[config.mk]
export PLATFORM = sky130hd
export DESIGN_NAME = fifo_read_adapter
export DESIGN_NICKNAME = d
export VERILOG_FILES = /design/src/rtl/fifo_pkg.sv /design/src/rtl/fifo_skid_buf.sv /design/src/rtl/fifo_read_adapter.sv
export SDC_FILE = /design/constraint.sdc
export NUM_CORES = 1
export LEC_CHECK = 0
export CAP_MARGIN = 20
export CORE_MARGIN = 3
export CORE_UTILIZATION = 38
export DETAILED_ROUTE_END_ITERATION = 10
export GPL_ROUTABILITY_DRIVEN = 0
export HOLD_SLACK_MARGIN = 0.08
export PLACE_DENSITY = 0.76
export SETUP_SLACK_MARGIN = 0.1
export SYNTH_ARGS = -nofsm -noshare
export SYNTH_HDL_FRONTEND = slang
export SYNTH_SLANG_ARGS = --single-unit
[constraint.sdc]
create_clock -name rclk -period 1.4 [get_ports rclk]
set_input_delay 0.21 -clock rclk [delete_from_list [all_inputs] [get_ports rclk]]
set_output_delay 0.21 -clock rclk [all_outputs]
set_load 0.02 [all_outputs]
[src/rtl/fifo_pkg.sv]
// Shared types for the FIFO read side: data width, data word type and
// the occupancy encoding used by the skid buffer.
package fifo_pkg;

  localparam int DSIZE = 8;

  typedef logic [DSIZE-1:0] data_t;

  typedef enum logic [1:0] {
    OCC_EMPTY = 2'd0,
    OCC_ONE   = 2'd1,
    OCC_FULL  = 2'd2
  } occ_e;

endpackage

[src/rtl/fifo_skid_buf.sv]
// Two-entry skid buffer carrying data only. Occupancy is tracked by an
// occ_e FSM; push and pop may happen in the same cycle.
module fifo_skid_buf
  import fifo_pkg::*;
#(
  parameter int W = DSIZE
) (
  input  logic         clk,
  input  logic         rst_n,
  input  logic         push,
  input  logic         pop,
  input  logic [W-1:0] push_data,
  output logic [W-1:0] head,
  output occ_e         occ
);

  logic [W-1:0] mem [2];
  logic         wr_ptr;
  logic         rd_ptr;

  // NOTE: both entries are reset so head reads 0 after reset and can never
  // expose an uninitialised value; sequential state uses <= only.
  always_ff @(posedge clk or negedge rst_n) begin
    if (!rst_n) begin
      mem[0] <= '0;
      mem[1] <= '0;
      wr_ptr <= 1'b0;
      rd_ptr <= 1'b0;
      occ    <= OCC_EMPTY;
    end else begin
      if (push) begin
        mem[wr_ptr] <= push_data;
        wr_ptr      <= ~wr_ptr;
      end
      if (pop) rd_ptr <= ~rd_ptr;

      // NOTE: the default arm keeps the FSM fully specified for every encoding.
      unique case (occ)
        OCC_EMPTY: if (push) occ <= OCC_ONE;
        OCC_ONE: begin
          if (push && !pop)      occ <= OCC_FULL;
          else if (pop && !push) occ <= OCC_EMPTY;
        end
        OCC_FULL:  if (pop) occ <= OCC_ONE;
        default:   occ <= OCC_EMPTY;
      endcase
    end
  end

  assign head = mem[rd_ptr];

endmodule

[src/rtl/fifo_read_adapter.sv]
// FIFO read-port consumer: pops via rinc into a 2-entry skid buffer and
// re-presents words as a valid/ready stream with m_last every BURST_LEN
// beats. Optional counters are built when FIFO_RD_STATS_EN is defined.
module fifo_read_adapter
  import fifo_pkg::*;
#(
  parameter int DSIZE     = fifo_pkg::DSIZE,
  parameter int BURST_LEN = 4,
  parameter int STAT_W    = 16
) (
  input  logic              rclk,
  input  logic              rrst_n,
  input  logic              rempty,
  input  logic [DSIZE-1:0]  rdata,
  output logic              rinc,
  output logic              m_valid,
  input  logic              m_ready,
  output logic [DSIZE-1:0]  m_data,
  output logic              m_last,
  output logic [STAT_W-1:0] stat_words,
  output logic [STAT_W-1:0] stat_stall
);

  localparam int              BEAT_W   = (BURST_LEN > 1) ? $clog2(BURST_LEN) : 1;
  localparam logic [BEAT_W-1:0] BEAT_MAX = BEAT_W'(BURST_LEN - 1);

  occ_e              occ;
  logic              run_q;
  logic [BEAT_W-1:0] beat;
  logic              xfer;

  fifo_skid_buf #(.W(DSIZE)) u_skid (
    .clk       (rclk),
    .rst_n     (rrst_n),
    .push      (rinc),
    .pop       (xfer),
    .push_data (rdata),
    .head      (m_data),
    .occ       (occ)
  );

  always_ff @(posedge rclk or negedge rrst_n) begin
    if (!rrst_n) run_q <= 1'b0;
    else         run_q <= 1'b1;
  end

  // Popping depends only on registered occupancy, so m_ready never reaches rinc.
  assign rinc    = run_q & ~rempty & (occ != OCC_FULL);
  assign m_valid = (occ != OCC_EMPTY);
  assign xfer    = m_valid & m_ready;
  assign m_last  = m_valid & (beat == BEAT_MAX);

  always_ff @(posedge rclk or negedge rrst_n) begin
    if (!rrst_n)   beat <= '0;
    else if (xfer) beat <= (beat == BEAT_MAX) ? '0 : beat + 1'b1;
  end

`ifdef FIFO_RD_STATS_EN
  logic [STAT_W-1:0] words_q;
  logic [STAT_W-1:0] stall_q;

  // Both counters saturate rather than wrap.
  always_ff @(posedge rclk or negedge rrst_n) begin
    if (!rrst_n) begin
      words_q <= '0;
      stall_q <= '0;
    end else begin
      if (xfer && (words_q != '1))                  words_q <= words_q + 1'b1;
      if (m_valid && !m_ready && (stall_q != '1))   stall_q <= stall_q + 1'b1;
    end
  end

  assign stat_words = words_q;
  assign stat_stall = stall_q;
`else
  assign stat_words = '0;
  assign stat_stall = '0;
`endif

endmodule

==> results list <==
* Yosys warning total: 0
* Overall via count from detail_route: 801
- Clock tree synthesis inserted a total of 3 buffers.
- Area Growth Syn to Fin: 37.06%
- Final-report hold violation count: 0
- The number of global-route vias before repair came to 862.
- Clock-pin slew on the worst setup and hold paths: 0.13 ns
- In this run, synthesis inferred 0 flip-flops with an integrated enable.
- Crit Reg-Reg Startpoint: u_skid.occ[0]$_DFFE_PN0P_
- Final Max Slew Viols: 0
- Result of the run: finished with violations
* Highest net fanout along the worst path: 5
- The mapped netlist covers 1266 sq um.
- TritonCTS clock tree: done
- Top-level port count: 55
* Count of non-filler cells in the finished layout: 190
- After detailed placement, the total cell area comes to 1515 sq um.
- The die covers 4061 sq um.
- After clock tree synthesis, the flow added hold-fix buffers numbering 0.
- After detailed routing, the number of vias per cell comes to 4.216.
- Cells fill 55.48% of the core in the end.
- Die span in y: 63.73 um
* Worst Setup EP: m_data[0]
- The largest individual stage delay along the critical path comes from the cell sky130_fd_sc_hd__dfrtp_2.
* Clock Skews: 0.008845 ns
* Number of buffers on the longest clock path: 2
- Layout cell share with drive strength beyond 1: 45.89%
- Most numerous cell on the critical path: sky130_fd_sc_hd__buf_6
- Number of violations reported at the end of detailed-routing iteration 0: 2
- Number of cells on the critical path: 3
- Counting flops and latches in the post-synthesis netlist gives 23.
* Initial antenna violation count: 0
- Summed over all layers, the routed wires come to 2.464 mm.
* Most instantiated flip-flop cell in the synthesis netlist: sky130_fd_sc_hd__dfrtp_1
- Worst setup path startpoint: u_skid.rd_ptr$_DFFE_PN0P_
- For the worst flop-to-flop path, the logic depth is 4.
- Share of the yosys chip area belonging to registers: 45.45%
- Startpoint types: register
- Leftover overflow at the end of global routing: 0
* Maximum Capacitance Violations: 0
- Path category of the worst min-delay check: in -> async
- First-pass GRT wire length: 3.981 mm
- Setup violations remaining at the end of the flow were counted as 26.
* Clock insertion delay at the later pin of the skew report: 0.32 ns
- With fillers left out, the area of the finished cells amounts to 1735 sq um.
- Routed wire per std cell: 12.97 um
* Total negative slack: -1.311 ns
- The detail route stage leaves a number of antenna-violating nets equal to 0.
* DRT Pass-1 Iters: 2
- Data arrival time of the critical path: 1.32 ns
- CTS built an H-tree with a depth of 1.
- Overall fraction of global-route tracks in use: 12.81%
- The clock net in this run drives a total of 23 sinks.
- In the final design database the tool counted 160 nets.
- In the synthesized netlist, the number of instances is 104.
- Counting I/O delays and the setup requirement, the final critical path takes 1.532 ns.
- The analysis attributes to cell leakage a power of 0.8603 nW.
* Pin count of the biggest net entering global routing: 24
- The kind of cell with the highest combined delay along the critical path is flip-flops.
- Post-synthesis async set-or-reset flop share: 100.0%
* Failing checks: negative setup slack
- R2R Path End: u_skid.mem[5]$_DFFE_PN0P_
- In this run, placement finished with an instance count of 180.
- Unrepaired setup endpoints after global routing: true
- The critical path contains buffers and inverters numbering 2 combined.
- PortBufs: 22
- Maximum resistive drop on vdd: 1.162 mV
- Antenna cells: 0
- Core Box Area: 3128 sq um
- Crit-path cells: buf_6 -> mux2_4 -> buf_6
- Die extent in x: 63.73 um
- In the post-route analysis, the smallest setup slack over all paths is -0.1317 ns.
- Post-route DRC: 0
- Power spread over the standard cell area amounts to 1984 nW/um^2.
- The initial utilization of the core area, before any placement, comes to 40.48%.
- Row generation in the floorplan step produced 20 rows.
- Register-to-register path setup slack: -0.03 ns
* WP data required: 1.19 ns
- Final HPWL from detailed placement: 1.753 mm
* Part of the cycle the worst path needs: 109.4%
- Fill cells in the final layout number 283.
* Critical path capture point type: output pin
* Clk root buf: sky130_fd_sc_hd__clkbuf_4
- WS Path Type: reg -> out
- Pre-CTS setup slack: -0.3960 ns
- Timing would allow up to 0.6529 GHz.
- Mean cell area of the mapped netlist: 12.18 sq um
* Cell variety after synth: 24
- The largest single stage delay on the critical path is 0.43 ns.
==> synthesized netlist by cell type (all sizes together), types with 2 or more instances <==
| cell | number | area share, % |
|---|---|---|
| nor3 | 2 | 1.7 |
| dfrtp | 23 | 45 |
| o21ai | 2 | 0.79 |
| conb | 2 | 0.59 |
| mux2 | 25 | 22 |
| xnor2 | 2 | 1.4 |
| nor2b | 2 | 1.2 |
| buf | 33 | 19 |
==> area by class of cell <==
cell class / instances / area [sq um] / share of cell area, %
multi-input combinational: 79 / 671.9 / 38.72
sequential: 23 / 576.8 / 33.24
clock inverter: 1 / 5.005 / 0.2884
clock buffer: 3 / 22.52 / 1.298
timing repair buffer: 40 / 404.1 / 23.29
tap: 44 / 55.05 / 3.172
==> report_power, final <==
group / internal [mW] / total (mW) / switching [mW]
logic: 1.18 / 1.97 / 0.790
registers: 0.968 / 1.16 / 0.197
clock network: 0.107 / 0.310 / 0.203
==> state kept, by name (all words and copies together), names as in the netlist <==
name and count:
beat 2, u_skid.rd_ptr 1, u_skid.occ 2, u_skid.mem 16
run_q 1, u_skid.wr_ptr 1
==> worst min-delay path by stage <==
stage | end | slack, ns
floorplan | beat[0]$_DFFE_PN0P_ | -0.09
global placement | u_skid.mem[6]$_DFFE_PN0P_ | 0.48
detailed placement | u_skid.mem[5]$_DFFE_PN0P_ | 0.49
CTS | u_skid.mem[7]$_DFFE_PN0P_ | 0.24
global route | u_skid.mem[7]$_DFFE_PN0P_ | 0.22
finish | u_skid.mem[11]$_DFFE_PN0P_ | 0.23
==> logic make-up (layout without fill, tap and decap cells) <==
logic type	Yosys count	after routing	synth area share, %
buffers and inverters	33	44	19.37
multiplexers	25	25	22.23
flip-flops	23	23	45.45
AND/OR/NAND/NOR	13	13	7.511
AO/OA/AOI/OAI	4	4	1.779
XOR/XNOR	3	3	2.075
other	2	33	0.5931
adder cells (fa/ha/maj)	1	1	0.9880
==> stage by stage <==
step | hold WS (ns) | total power, mW
2_1_floorplan | -0.08559 | 2.114
3_3_place_gp | 0.4820 | 2.602
3_5_place_dp | 0.4912 | 2.676
4_1_cts | 0.2374 | 3.384
5_1_grt | 0.2188 | 3.675
6_report | 0.2299 | 3.444
==> worst reg2reg max path: stages (launching register included) <==
cell,delay [ns]
sky130_fd_sc_hd__dfrtp_1,0.42
sky130_fd_sc_hd__buf_6,0.13
sky130_fd_sc_hd__or2b_1,0.26
sky130_fd_sc_hd__nand3_4,0.20
sky130_fd_sc_hd__mux2_4,0.32
==> placed cells by master (no fill, tap or decap), drive strengths merged <==
master         count
conb              33
xor2               1
nor2b              2
or2b               1
nand3b             1
clkbuf             3
or2                1
clkinv             1
and2b              1
dfrtp             23
o21ai              2
buf               29
nand3              1
nand2              1
ha                 1
clkdlybuf4s50     11
and2               1
mux2              25
nor2               1
nor3               2
nand2b             1
a21oi              1
a21o               1
xnor2              2
==> per-layer routing <==
layer	GRT usage (%)	part of all wire, %	up-vias	wire length [um]
met1	14.48	41	391	1007
li1	-	-	366	-
met2	23.21	52	42	1280
met4	4.852	1.1	0	28
met3	2.852	6.0	2	147
met5	0	0	-	0
==> timing repair <==
item | in CTS | in global routing
endpoints found under the setup margin | 28 | 27
setup buffers | 4 | 2
resized for setup | 97 | 7
pin swaps | 4 | 3
Power figures use the tool's default switching activity.
